## src/rtl/counter_wrap.sv

```systemverilog
// Modulo up/down counter with wrap or saturate behaviour, a one-cycle wrap
// pulse and a saturating count of wrap events since reset.
module counter_wrap #(
  parameter int WIDTH  = 8,
  parameter int MODULO = 256,
  parameter int LOOP_W = 8
) (
  input  logic              clk,
  input  logic              rst,
  input  logic              en,
  input  logic              dir,
  input  logic              sat,
  input  logic              load,
  input  logic [WIDTH-1:0]  load_val,
  output logic [WIDTH-1:0]  count,
  output logic              loop,
  output logic              at_end,
  output logic [LOOP_W-1:0] loop_cnt
);

  generate
    if (WIDTH < 1 || LOOP_W < 1) begin : g_bad_width
      $error("counter_wrap: WIDTH and LOOP_W must be at least 1");
    end
    if (MODULO < 2 || longint'(MODULO) > (longint'(1) << WIDTH)) begin : g_bad_modulo
      $error("counter_wrap: MODULO must satisfy 2 <= MODULO <= 2**WIDTH");
    end
  endgenerate

  localparam logic [WIDTH-1:0]  MAX      = WIDTH'(MODULO - 1);
  localparam logic [WIDTH-1:0]  ONE      = WIDTH'(1);
  localparam logic [LOOP_W-1:0] LOOP_ONE = LOOP_W'(1);
  localparam logic [LOOP_W-1:0] LOOP_TOP = '1;

  logic [WIDTH-1:0] count_nxt;
  logic             wrap;

  assign at_end = dir ? (count == MAX) : (count == '0);

  // Terminal values are compared explicitly so count never leaves 0..MAX,
  // even when MODULO is not a power of two.
  always_comb begin
    count_nxt = count;
    wrap      = 1'b0;
    if (load) begin
      count_nxt = (load_val > MAX) ? MAX : load_val;
    end else if (en) begin
      if (dir) begin
        if (count != MAX) begin
          count_nxt = count + ONE;
        end else if (!sat) begin
          count_nxt = '0;
          wrap      = 1'b1;
        end
      end else begin
        if (count != '0) begin
          count_nxt = count - ONE;
        end else if (!sat) begin
          count_nxt = MAX;
          wrap      = 1'b1;
        end
      end
    end
  end

  always_ff @(posedge clk) begin
    if (rst) begin
      count    <= '0;
      loop     <= 1'b0;
      loop_cnt <= '0;
    end else begin
      count <= count_nxt;
      loop  <= wrap;
      if (wrap && loop_cnt != LOOP_TOP) begin
        loop_cnt <= loop_cnt + LOOP_ONE;
      end
    end
  end

endmodule
```

## config.mk

```make
export PLATFORM = sky130hd
export DESIGN_NAME = counter_wrap
export DESIGN_NICKNAME = d
export VERILOG_FILES = /design/src/rtl/counter_wrap.sv
export SDC_FILE = /design/constraint.sdc
export NUM_CORES = 1
export LEC_CHECK = 0
export BUFFER_PORTS_ARGS = -buffer_cell sky130_fd_sc_hd__buf_2
export CORE_MARGIN = 2
export CORE_UTILIZATION = 56
export DETAILED_ROUTE_END_ITERATION = 8
export PLACE_DENSITY = 0.93
export REMOVE_ABC_BUFFERS = 1
export SETUP_SLACK_MARGIN = 0.1
export SYNTH_ARGS = -nofsm -noshare
export SYNTH_HDL_FRONTEND = slang
export SYNTH_SLANG_ARGS = --single-unit
export TNS_END_PERCENT = 20
```

## constraint.sdc

```tcl
create_clock -name clk -period 4.5 [get_ports clk]
set_clock_uncertainty 0.05 [all_clocks]
set_input_delay 0.225 -clock clk [delete_from_list [all_inputs] [get_ports clk]]
set_output_delay 0.225 -clock clk [all_outputs]
set_load 0.01 [all_outputs]
```

[Word level (Yosys, flattened, before mapping)]
Cells that the tools add are included.
Word-level totals
  register bits after elaboration: 17
  latch bits: 0
  bits in writable memories: 0
  memory bits (read-only): 0
  input port bits: 14
  output and inout port bits: 18
  logic and storage cells: 32
  memories: 0
Operators by class
  add/sub/neg operators: 3
  multipliers: 0
  divide/modulo/power cells: 0
  $lt $le $gt $ge: 1
  eq/ne operators: 5
  shift operators: 0
  muxes and demuxes: 15
  bitwise logic cells: 0
  reductions and logical operators: 5
Operators with widths (number)
  $mux 8: 8
  $add 8x1->8 const B: 2
  $ne 8x8->1 const B: 2
  $eq 8x8->1 const B: 1
  $gt 8x8->1 const B: 1
  $logic_not 8->1: 1
  $ne 4x2->1 const B: 2
  $reduce_bool 8->1: 1
  $sub 8x1->8 const B: 1
  $mux 1: 7
  $reduce_and 3->1: 1
  $reduce_bool 2->1: 1
  $logic_and 1x1->1: 1

[Logic depth before layout (Yosys ltp)]
Gate-level depths: netlist of run 1.
  depth in word-level cells: 6
  gate-level depth with buffers: 9
  depth with buffers taken out: 8

[Worst setup path before layout of run 1]
Ideal clock, no wire load.
  kind: reg-to-reg
  from: register count[0]
  to: register count[7]
  setup time: 0.117 ns
  arrival: 2.088 ns
  data required time: 4.333 ns
  slack: 2.245 ns
  cell stages (with the launch flop): 10
  path buffers: 2
  clock period less this slack: 2.255 ns
  path through: dfxtp_1 -> clkbuf_1 -> inv_1 -> ha_1 -> and4b_1 -> o21ai_2 -> and2_4 -> buf_6 -> mux2_1 -> a22o_1
On the way
  word-level cells in the longest chain between the ends: 5
  elaborated cells between the ends (all ways): 12
  classes of those cells: add/sub: 2; eq/ne: 3; mux: 5; reduce/logical: 2
RTL lines
  start: declaration: RTL line 15  | output logic [WIDTH-1:0] count,
  start signal: assignment: RTL line 72  | count <= count_nxt;
  $sub 8x1->8, or another cell as far along: RTL line 57  | count_nxt = count - ONE;
  $mux 8, on equally long branches: RTL line 56, 49
  $mux 8: RTL line 48  | if (dir) begin
  $mux 8: RTL line 47  | end else if (en) begin
  $mux 8: RTL line 45  | if (load) begin
Several ways; a longest one is shown, not always the timed one. The select of a mux whose other input is x is not followed.
A chain may end at the register's enable or synchronous reset.

[Final worst setup path of run 1]
Ends and elaborated chain as after synthesis.

==> reports/metrics.csv, run 1 <==
stage;metric;value;unit
cts;h-tree-depth;1;
setup_path;cp_top_family;flip-flops;
setup_path;crit_chain;inv_1 -> ha_1 -> and4b_1 -> o21ai_2 -> and2_4 -> mux2_1 -> a22o_1;
synthesis;synth.yosys.seq_area_share;27.7;%
synthesis;yosysMostFrequentCell;nor2_1;
placement;pre_cts_ws;2.24;ns
sta;period_needed;2.28;ns
global_route;top_usage_layer;met2;
finish;drive_gt1_share;25.1;%
power_and_ir_drop;cellLeakagePower;0.602;nW
placement;routabilityCongestion;0.933;
drt;postRouteAntennaNets;0;
finish;num_antenna_cells;0;
cts;cts_buffers;3;
synthesis;synth_common_cells;nor2_1 (19), dfxtp_1 (17), a21oi_1 (11);
floorplanning;start_util;60.8;%
cts;postCtsSetupRepairBufs;0;
global_route;gr-usage-met3;2.34;%
sta;fmax;438;MHz
drt;detail_route.wl_per_cell;14.4;µm
global_route;grt_overflow_total;0;
sta;finalMaxSlewViolations;0;
sta;hold_viol_final;0;
synthesis;synth_largest_area_cell;dfxtp_1;
synthesis;ys_top_cells_by_area;dfxtp_1 (28%), nor2_1 (5.8%), a21oi_1 (4.5%), ha_1 (4.1%), o21ai_0 (3.7%);
cts;tritoncts;done;
drt;drc;0;
finish;fillers;172;
setup_path;startpoint_type;flop;
setup_path;slowest_delay;0.52;ns
floorplanning;coreArea;2020;µm²
sta;worst_pin_slew;0.512;ns
sta;slew_headroom;65.5;%
floorplanning;dieArea;2590;µm²
global_route;use_met2;43.9;%
power_and_ir_drop;vdd_drop_max;0.192;mV
cts;ctsHoldBuffers;0;
drt;vias;1296;
cts;clk-insertion-delay-late;0.29;ns
sta;finalCritPeriodShare;50.8;%
sta;finalSetupTns;0;ns
synthesis;synth_ff_type;dfxtp_1;
synthesis;yosysUniqueCellTypes;47;
global_route;grt_pass1_vias;1171;
cts;clock_sink_count;17;
drt;detail_route.iter0.violations;40;
synthesis;synth_area_per_cell;7.83;µm²
global_route;gr-usage-all-layers;25.8;%
synthesis;synthArstFlopShare;0;%
power_and_ir_drop;power.total;0.000337;W
setup_path;worstPathArrival;2.42;ns
power_and_ir_drop;pwr_density_cell;241;nW/µm²
global_route;grt_pass1_wl;5150;µm
global_route;antenna_found_initial;0;
cts;post_cts_resized;0;
worst_hold_path;hold_class;in2reg;
synthesis;syn_inst;157;
synthesis;ys_ff_latch;17;
floorplanning;io_pins;32;
global_route;met1_usage;32.7;%
setup_path;required;4.63;ns
floorplanning;rows;16;
drt;avgViaCountPerCell;6.17;
finish;fin_nets;202;
drt;routed_wl;3030;µm
sta;rsz0062_at_grt;no;
sta;setup_viol;0;
synthesis;synth_edf_count;0;
synthesis;synth_area;1230;µm²
run_status;status;finished clean;
setup_path;cp_max_fo;11;
floorplanning;die-height;50.9;µm
drt;dr.pass1.iters;4;
setup_path;path_buf_inv;1;
flow_run;maxCapViolCount;0;
setup_path;crit_path_end_kind;flop;
synthesis;ys_warn_count;0;
placement;dp_hpwl;2280;µm
cts;clkTransAtPathRegs;0.09;ns
setup_path;crit_type;reg2reg;
floorplanning;die_w;50.9;µm
synthesis;synth_top_area_share;27.7;%
cts;clockBufferDepth;2;
placement;numPortBuffers;31;
sta;fin_ws;2.22;ns
finish;syn2layout_area_growth;13.6;%
setup_path;reg2reg_slack;2.22;ns
global_route;grt_max_degree;16;
setup_path;crit_slowest_cell;dfxtp_1;
cts;clock-root-buffer;clkbuf_4;
[where the power goes]
part | internal, W | total (W) | switching, W | leakage [nW]
registers | 0.000157 | 0.000175 | 0.0000183 | 0.139
logic | 0.0000392 | 0.0000834 | 0.0000443 | 0.448
clock network | 0.0000345 | 0.0000790 | 0.0000446 | 0.0150
total | 0.000230 | 0.000337 | 0.000107 | 0.602
[worst register-to-register path: cells and delay by family (launching register included)]
| family | cells | cell delay [ns] |
|---|---|---|
| AOI/OAI and AO/OA | 2 | 0.45 |
| adders and majority gates | 1 | 0.25 |
| DFF | 1 | 0.52 |
| muxes | 1 | 0.34 |
| and+or+nand+nor | 2 | 0.46 |
| buffers and inverters | 1 | 0.11 |
[layout by cell type (no fill, tap or decap), drive strengths merged, types with 3 or more instances in the layout]
cell type,synthesis,routed
buf,6,31
nor2,20,20
dfxtp,17,17
a21oi,11,11
nand2,10,10
o21ai,10,10
nand3,8,8
inv,6,6
a31oi,5,5
nand4,5,5
nand2b,4,4
xnor2,4,4
ha,4,4
clkbuf,3,4
and3,3,3
xor2,3,3
a22o,3,3
nor4,3,3
nor3,3,3
[worst paths after layout]
kind,from,to,cells past startpoint
worst max-delay path,count[0]$_SDFFE_PP0P_,count[7]$_SDFFE_PP0P_,7
worst min-delay path,load_val[7],count[7]$_SDFFE_PP0P_,2
worst max register to register,count[0]$_SDFFE_PP0P_,count[7]$_SDFFE_PP0P_,7
worst min register to register,loop_cnt[5]$_SDFFE_PP0P_,loop_cnt[5]$_SDFFE_PP0P_,2
[per-layer routing]
metal  wire [µm]  vias to the layer above
met5           0                        -
met4          73                        0
met3         173                        9
met2        1430                       54
met1        1350                      601
li1            -                      632
[per-stage QoR]
step | hold slack [ns] | util (%) | area [µm²] | std cells
after floorplan | 0.244 | - | 1180 | 148
after global placement | 0.389 | 67.8 | 1370 | 206
after detailed placement | 0.402 | 67.8 | 1370 | 206
after CTS | 0.102 | 69.1 | 1400 | 210
after global routing | 0.101 | 69.1 | 1400 | 210
final | 0.106 | 69.1 | 1400 | 210
[area by class of cell]
type	instances	area (µm²)	share of cell area [%]
clock buffers	4	26.3	1.88
inverters	6	22.5	1.61
multi-input cells	125	820	58.6
flip-flops and latches	17	340	24.4
well taps	27	33.8	2.42
repair buffers	31	155	11.1
[logic make-up (layout without fill, tap and decap cells)]
logic type      after synthesis  count (layout)  share of synthesized area (%)
fa+ha+maj                     4               4                           4.07
compound gates               39              39                           20.9
simple gates                 72              72                           34.2
buf+inv                      15              41                           5.70
mux                           3               3                           2.54
flops                        17              17                           27.7
xor+xnor                      7               7                           4.98
[registers in the layout, summed over array words and instances (netlist names)]
register and count:
count 8, loop 1, loop_cnt 8
Power figures use the tool's default switching activity.
==> run 2, diff against run 1 <==
--- a/config.mk
+++ b/config.mk
@@ -7,9 +7,9 @@
 export LEC_CHECK = 0
 export BUFFER_PORTS_ARGS = -buffer_cell sky130_fd_sc_hd__buf_2
 export CORE_MARGIN = 2
-export CORE_UTILIZATION = 56
+export CORE_UTILIZATION = 52
 export DETAILED_ROUTE_END_ITERATION = 8
-export PLACE_DENSITY = 0.93
+export PLACE_DENSITY = 0.88
 export REMOVE_ABC_BUFFERS = 1
 export SETUP_SLACK_MARGIN = 0.1
 export SYNTH_ARGS = -nofsm -noshare
==> constraint.sdc (replaced) <==
create_clock -name clk -period 2.11 [get_ports clk]
set_clock_uncertainty 0.05 [all_clocks]
set_input_delay 0.1055 -clock clk [delete_from_list [all_inputs] [get_ports clk]]
set_output_delay 0.1055 -clock clk [all_outputs]
set_load 0.01 [all_outputs]
==> run 2 against run 1 <==
Compared with the run above:
- total power up 120%
- die area up 7.1%
- flip-flop and latch count is the same
- register-to-register slack got worse by 2.1 ns
- sequential power up 110%
- largest cell class unchanged
==> reports/metrics.csv, run 2 (synthesized netlist as in run 1, its figures left out) <==
stage;metric;value;unit;change
drt;drt-met1-wl;1400;µm;was 1350 µm
drt;dr.pass1.iters;4;;unchanged
setup_path;slowest_delay;0.39;ns;was 0.52 ns
drt;detail_route.wl_per_cell;15.3;µm;was 14.4 µm
finish;layout_common_cells;buf_2 (31), nor2_1 (19), a21oi_1 (11), dfxtp_1 (11), nand2_1 (10);;was buf_2 (31), nor2_1 (19), dfxtp_1 (17)
sta;fmax;502;MHz;was 438 MHz
global_route;grt_pass1_wl;5480;µm;was 5150 µm
drt;wl_met3;184;µm;was 173 µm
sta;finalMaxSlewViolations;0;;unchanged
cts;cts_buffers;3;;unchanged
setup_path;cp_max_fo;8;;was 11
sta;period_needed;1.99;ns;was 2.28 ns
cts;clock_sink_count;17;;unchanged
setup_path;crit_slowest_cell;dfxtp_4;;was dfxtp_1
global_route;grt_overflow_total;0;;unchanged
power_and_ir_drop;pwr_density_cell;491;nW/µm²;was 241 nW/µm²
power_and_ir_drop;clkPwrFrac;23.0;%;was 23.4%
sta;worst_pin_slew;0.390;ns;was 0.512 ns
drt;drc;0;;unchanged
floorplanning;start_util;55.1;%;was 60.8%
drt;avgViaCountPerCell;6.28;;was 6.17
global_route;grt_max_degree;16;;unchanged
run_status;status;finished clean;;unchanged
setup_path;required;2.24;ns;was 4.63 ns
floorplanning;rows;17;;was 16
placement;dp_hpwl;2450;µm;was 2280 µm
setup_path;crit_chain;ha_2 -> nand4_1 -> nor2_4 -> o21ai_2 -> and2_4 -> mux2_1 -> a22o_1;;was inv_1 -> ha_1 -> and4b_1 -> o21ai_2 -> and2_4 -> mux2_1 -> a22o_1
finish;syn2layout_area_growth;24.4;%;was 13.6%
cts;clock-root-buffer;clkbuf_4;;unchanged
setup_path;startpoint_type;flop;;unchanged
power_and_ir_drop;power.internal;0.000509;W;was 0.000230 W
power_and_ir_drop;power.total;0.000751;W;was 0.000337 W
cts;tritoncts;done;;unchanged
global_route;gr-usage-all-layers;26.5;%;was 25.8%
power_and_ir_drop;power.share.switching;32.2;%;was 31.8%
finish;top_regs;count x8, loop_cnt x8, loop x1;;unchanged
power_and_ir_drop;vdd_drop_max;0.429;mV;was 0.192 mV
finish;drive_gt1_share;32.1;%;was 25.1%
placement;routabilityCongestion;1.01;;was 0.933
finish;num_antenna_cells;0;;unchanged
sta;setup_viol;0;;unchanged
power_and_ir_drop;comb_power_share;28.1;%;was 24.7%
cts;clockBufferDepth;2;;unchanged
floorplanning;coreArea;2230;µm²;was 2020 µm²
sta;finalSetupTns;0;ns;unchanged
finish;fillers;189;;was 172
floorplanning;die-height;52.6;µm;was 50.9 µm
sta;slew_headroom;73.8;%;was 65.5%
setup_path;crit_type;reg2reg;;unchanged
drt;vias;1387;;was 1296
drt;postRouteAntennaNets;0;;unchanged
cts;clk-insertion-delay-late;0.29;ns;about the same
setup_path;cp_top_family;simple AND/OR/NAND/NOR gates;;was flip-flops
placement;numPortBuffers;31;;unchanged
floorplanning;die_w;52.6;µm;was 50.9 µm
global_route;antenna_found_initial;0;;unchanged
sta;rsz0062_at_grt;yes;;was no
setup_path;crit_path_end_kind;flop;;unchanged
cts;clkTransAtPathRegs;0.10;ns;was 0.09 ns
flow_run;maxCapViolCount;0;;unchanged
finish;utilization;68.5;%;was 69.1%
cts;h-tree-depth;1;;unchanged
drt;detail_route.iter0.violations;59;;was 40
power_and_ir_drop;sequentialPowerShare;49.0;%;was 51.8%
finish;stdcell_count;221;;was 210
floorplanning;io_pins;32;;unchanged
finish;fin_nets;212;;was 202
setup_path;path_buf_inv;0;;was 1
power_and_ir_drop;cellLeakagePower;0.648;nW;was 0.602 nW
global_route;grt_pass1_vias;1298;;was 1171
sta;finalCritPeriodShare;94.4;%;was 50.8%
drt;routed_wl;3390;µm;was 3030 µm
drt;top_layer;met4;;unchanged
floorplanning;dieArea;2770;µm²;was 2590 µm²
setup_path;worstPathArrival;2.12;ns;was 2.42 ns
power_and_ir_drop;power_switching;0.000242;W;was 0.000107 W
finish;final_common_cell;buf_2;;unchanged
drt;dr_wl_met2;1720;µm;was 1430 µm
sta;hold_viol_final;0;;unchanged
placement;dp.cells;212;;was 206
worst_hold_path;hold_class;in2reg;;unchanged
sta;holdWs;0.00708;ns;was 0.106 ns
run 2: worst min-delay path, delay by kind of cell:
family | cells | cell delay [ns]
compound gates | 1 | 0.07
buf+inv | 2 | 0.14
run 2: worst paths after layout:
path                                                from                       end  slack, ns  depth (start not counted)
worst min register to register  loop_cnt[5]$_SDFFE_PP0P_  loop_cnt[5]$_SDFFE_PP0P_       0.46                          2
worst max-delay path               count[1]$_SDFFE_PP0P_     count[7]$_SDFFE_PP0P_       0.12                          7
worst max register to register     count[1]$_SDFFE_PP0P_     count[7]$_SDFFE_PP0P_       0.12                          7
worst min-delay path                         load_val[0]     count[0]$_SDFFE_PP0P_      0.007                          3
run 2: layer usage:
metal / GRT usage (%) / vias to the layer above
met5: 0 / -
met4: 12.0 / 0
met3: 2.57 / 15
met2: 49.0 / 63
met1: 30.2 / 659
li1: - / 650
run 2: power by group through the flow:
| stage | Combinational (W) | Sequential, W | Clock (W) |
|---|---|---|---|
| after global routing | 0.000231 | 0.000370 | 0.000190 |
| final | 0.000211 | 0.000368 | 0.000173 |
| after global placement | 0.000186 | 0.000371 | 0 |
| after floorplan | 0.000111 | 0.000376 | 0 |
| after CTS | 0.000200 | 0.000365 | 0.000178 |
| after detailed placement | 0.000193 | 0.000372 | 0 |
run 2: final cells by class:
cell class	instances	area, µm²	area share [%]
multi-input combinational	125	853	55.8
sequential	17	353	23.1
timing repair buffer	41	240	15.7
tap	28	35.0	2.29
clock buffer	4	26.3	1.72
inverter	6	22.5	1.47
run 2: what timing repair did:
action | 4_1_cts | 5_1_grt
endpoints found under the hold margin | 4 | 0
buffers inserted | 1 | 0
hold buffers | 4 | 0
pin swaps | 0 | 1
cloned | 0 | 0
endpoints found under the setup margin | 4 | 13
gates resized for setup | 2 | 15
run 2: per-stage QoR:
stage | area, µm² | setup WS [ns]
after floorplan | 1180 | 0.0285
after global placement | 1410 | 0.144
after detailed placement | 1410 | 0.0698
after CTS | 1490 | 0.108
after global routing | 1530 | 0.0241
final | 1530 | 0.117
==> run 3, diff against run 2 <==
--- a/config.mk
+++ b/config.mk
@@ -5,9 +5,10 @@
 export SDC_FILE = /design/constraint.sdc
 export NUM_CORES = 1
 export LEC_CHECK = 0
+export ABC_AREA = 1
 export BUFFER_PORTS_ARGS = -buffer_cell sky130_fd_sc_hd__buf_2
 export CORE_MARGIN = 2
-export CORE_UTILIZATION = 52
+export CORE_UTILIZATION = 53
 export DETAILED_ROUTE_END_ITERATION = 8
 export PLACE_DENSITY = 0.88
 export REMOVE_ABC_BUFFERS = 1
==> run 3 against run 2 <==
Compared with the run above:
- final cell count grew 28%
- sequential share of layout area fell by 1.6 points
- hold slack improved by 0.053 ns
- count of clock-buffer cells in the layout is the same
- die area rose by 10%
- largest cell class unchanged
- largest power group unchanged
==> reports/metrics.csv, run 3 <==
stage;metric;value;unit;change
placement;dp_hpwl;2520;µm;was 2450 µm
flow_run;maxCapViolCount;0;;unchanged
floorplanning;die-height;55.2;µm;was 52.6 µm
synthesis;yosysMostFrequentCell;nand2_1;;was nor2_1
synthesis;synth.yosys.seq_area_share;24.5;%;was 27.7%
global_route;use_met2;37.8;%;was 49.0%
global_route;grt_pass1_vias;1365;;was 1298
finish;final_common_cell;nand2_1;;was buf_2
drt;routed_wl;3280;µm;was 3390 µm
synthesis;synth_largest_area_cell;dfxtp_1;;unchanged
power_and_ir_drop;vdd_drop_max;0.367;mV;was 0.429 mV
synthesis;ys_top_cells_by_area;dfxtp_1 (24%), nand2_1 (14%), nor2_1 (9.4%), inv_1 (7.0%), nand3_1 (6.8%);;was dfxtp_1 (28%), nor2_1 (5.8%), a21oi_1 (4.5%), ha_1 (4.1%), o21ai_0 (3.7%)
cts;h-tree-depth;1;;unchanged
setup_path;crit_path_end_kind;primary output;;was flop
synthesis;synth_ff_type;dfxtp_1;;unchanged
cts;clock-root-buffer;clkbuf_4;;unchanged
setup_path;worst-r2r-cell-count;8;;was 7
drt;drc;0;;unchanged
setup_path;timing.rr.start;count[0]$_SDFFE_PP0P_;;was count[1]$_SDFFE_PP0P_
synthesis;syn_inst;223;;was 157
synthesis;synth_area_per_cell;6.24;µm²;was 7.83 µm²
cts;post_cts_resized;0;;was 2
cts;ctsHoldBuffers;0;;was 4
setup_path;reg2reg_slack;0.40;ns;was 0.12 ns
setup_path;startpoint_type;flop;;unchanged
sta;finalSetupTns;0;ns;unchanged
synthesis;synth_edf_count;0;;unchanged
finish;fin_nets;272;;was 212
setup_path;crit_type;reg2out;;was reg2reg
finish;stdcell_count;283;;was 221
worst_hold_path;hold_class;in2reg;;unchanged
synthesis;synth_top_area_share;24.5;%;was 27.7%
power_and_ir_drop;power.internal;0.000496;W;was 0.000509 W
finish;syn2layout_area_growth;13.8;%;was 24.4%
finish;num_antenna_cells;0;;unchanged
global_route;grt_overflow_total;0;;unchanged
sta;period_needed;1.75;ns;was 1.99 ns
cts;cts_buffers;3;;unchanged
floorplanning;rows;18;;was 17
drt;detail_route.iter0.violations;60;;was 59
drt;vias;1507;;was 1387
sta;worst_pin_slew;0.625;ns;was 0.390 ns
synthesis;synth_common_cells;nand2_1 (51), nor2_1 (35), inv_1 (26);;was nor2_1 (19), dfxtp_1 (17), a21oi_1 (11)
cts;postCtsSetupRepairBufs;0;;was 1
drt;postRouteAntennaNets;0;;unchanged
setup_path;cp_max_fo;10;;was 8
placement;routabilityCongestion;0.862;;was 1.01
power_and_ir_drop;clkPwrFrac;22.5;%;was 23.0%
setup_path;cp-startpoint;count[0]$_SDFFE_PP0P_;;was count[1]$_SDFFE_PP0P_
setup_path;required;1.95;ns;was 2.24 ns
global_route;gr-usage-all-layers;22.8;%;was 26.5%
synthesis;ys_warn_count;0;;unchanged
global_route;met1_usage;30.3;%;was 30.2%
setup_path;endpoint;at_end;;was count[7]$_SDFFE_PP0P_
floorplanning;coreArea;2480;µm²;was 2230 µm²
global_route;gr-usage-met3;5.62;%;was 2.57%
power_and_ir_drop;cellLeakagePower;0.817;nW;was 0.648 nW
run_status;status;finished clean;;unchanged
sta;fmax;572;MHz;was 502 MHz
finish;top_regs;count x8, loop_cnt x8, loop x1;;unchanged
floorplanning;die_w;55.2;µm;was 52.6 µm
floorplanning;start_util;56.2;%;was 55.1%
global_route;antenna_found_initial;0;;unchanged
synthesis;yosysUniqueCellTypes;26;;was 47
power_and_ir_drop;power.share.switching;35.8;%;was 32.2%
power_and_ir_drop;power.total;0.000772;W;was 0.000751 W
sta;holdWs;0.0602;ns;was 0.00708 ns
power_and_ir_drop;pwr_density_cell;488;nW/µm²;was 491 nW/µm²
sta;setup_viol;0;;unchanged
power_and_ir_drop;comb_power_share;30.1;%;was 28.1%
sta;rsz0062_at_grt;no;;was yes
cts;clockBufferDepth;2;;unchanged
floorplanning;io_pins;32;;unchanged
power_and_ir_drop;sequentialPowerShare;47.4;%;was 49.0%
synthesis;synth_area;1390;µm²;was 1230 µm²
cts;clock_sink_count;17;;unchanged
global_route;grt_pass1_wl;5780;µm;was 5480 µm
setup_path;worstReg2RegEnd;count[4]$_SDFFE_PP0P_;;was count[7]$_SDFFE_PP0P_
placement;numPortBuffers;31;;unchanged
finish;layout_common_cells;nand2_1 (51), nor2_1 (35), buf_2 (31);;was buf_2 (31), nor2_1 (19), a21oi_1 (11), dfxtp_1 (11), nand2_1 (10)
placement;dp.cells;279;;was 212
cts;clk-insertion-delay-late;0.29;ns;about the same
cts;clkTransAtPathRegs;0.10;ns;about the same
floorplanning;dieArea;3050;µm²;was 2770 µm²
drt;avgViaCountPerCell;5.33;;was 6.28
global_route;top_usage_layer;met2;;unchanged
setup_path;worstPathArrival;1.59;ns;was 2.12 ns
sta;finalMaxSlewViolations;0;;unchanged
drt;detail_route.wl_per_cell;11.6;µm;was 15.3 µm
drt;dr.pass1.iters;4;;unchanged
synthesis;synthArstFlopShare;0;%;unchanged
finish;drive_gt1_share;20.9;%;was 32.1%
sta;finalCritPeriodShare;82.8;%;was 94.4%
global_route;grt_max_degree;15;;was 16
sta;slew_headroom;58.1;%;was 73.8%
cts;tritoncts;done;;unchanged
sta;hold_viol_final;0;;unchanged
synthesis;ys_ff_latch;17;;unchanged
power_and_ir_drop;power_switching;0.000276;W;was 0.000242 W
==> run 3: cell count changes after synthesis, sizes merged, moves of 3 or more <==
cell,delta
nand2,+45
inv,+22
nor2,+20
nand3,+15
nand4,+6
a31oi,-5
nand2b,-4
o21ai,+4
a22o,-3
and3,-3
nor4,-3
xor2,+3
==> run 3: critical path, cell delays in order, from the launching register on <==
cell     delay [ns]
dfxtp_1        0.46
ha_1           0.22
nand2_2        0.10
nor2_4         0.15
nand3_4        0.12
nand2_8        0.13
buf_2          0.14
==> run 3: cell families after synthesis <==
kind of cell / after synthesis / synth area share (%)
AOI/OAI and AO/OA: 27 / 9.71
xor gates and xnor gates: 8 / 5.04
adders and majority gates: 4 / 3.60
buffers and inverters: 34 / 10.1
DFF: 17 / 24.5
and+or+nand+nor: 133 / 47.1
==> run 3: routing by layer <==
| metal | up-vias | share of wire, % |
|---|---|---|
| li1 | 777 | - |
| met1 | 673 | 49 |
| met2 | 53 | 44 |
| met3 | 4 | 6.2 |
| met4 | 0 | 0.79 |
| met5 | - | 0 |
==> run 3: cell type report <==
type / instances / area, µm²
clock buffers: 4 / 26.3
fillers: 250 / 895
inverters: 28 / 105
multi-input cells: 172 / 911
flip-flops and latches: 17 / 340
well taps: 30 / 37.5
repair buffers: 32 / 163
==> run 3: through the flow <==
step           util, %  area [µm²]  worst slack (ns)
2_1_floorplan        -        1360             0.556
3_3_place_gp      62.8        1560             0.439
3_5_place_dp      62.8        1560             0.432
4_1_cts           63.9        1580             0.363
5_1_grt           63.9        1580             0.205
6_report          63.9        1580             0.363
==> run 3: how the worst min path moves through the flow <==
stage | endpoint | startpoint | cells after the start
finish | count[0]$_SDFFE_PP0P_ | load_val[0] | 5
global placement | count[0]$_SDFFE_PP0P_ | load_val[0] | 5
global route | count[0]$_SDFFE_PP0P_ | load_val[0] | 5
CTS | count[0]$_SDFFE_PP0P_ | load_val[0] | 5
floorplan | count[1]$_SDFFE_PP0P_ | rst | 1
detailed placement | count[0]$_SDFFE_PP0P_ | load_val[0] | 5
==> run 3: power groups by stage <==
stage               Clock [W]  Combinational (W)  Sequential (W)
finish               0.000174           0.000232        0.000366
global route         0.000203           0.000267        0.000370
CTS                  0.000181           0.000231        0.000366
detailed placement          0           0.000230        0.000373
global placement            0           0.000229        0.000372
floorplan                   0           0.000150        0.000376
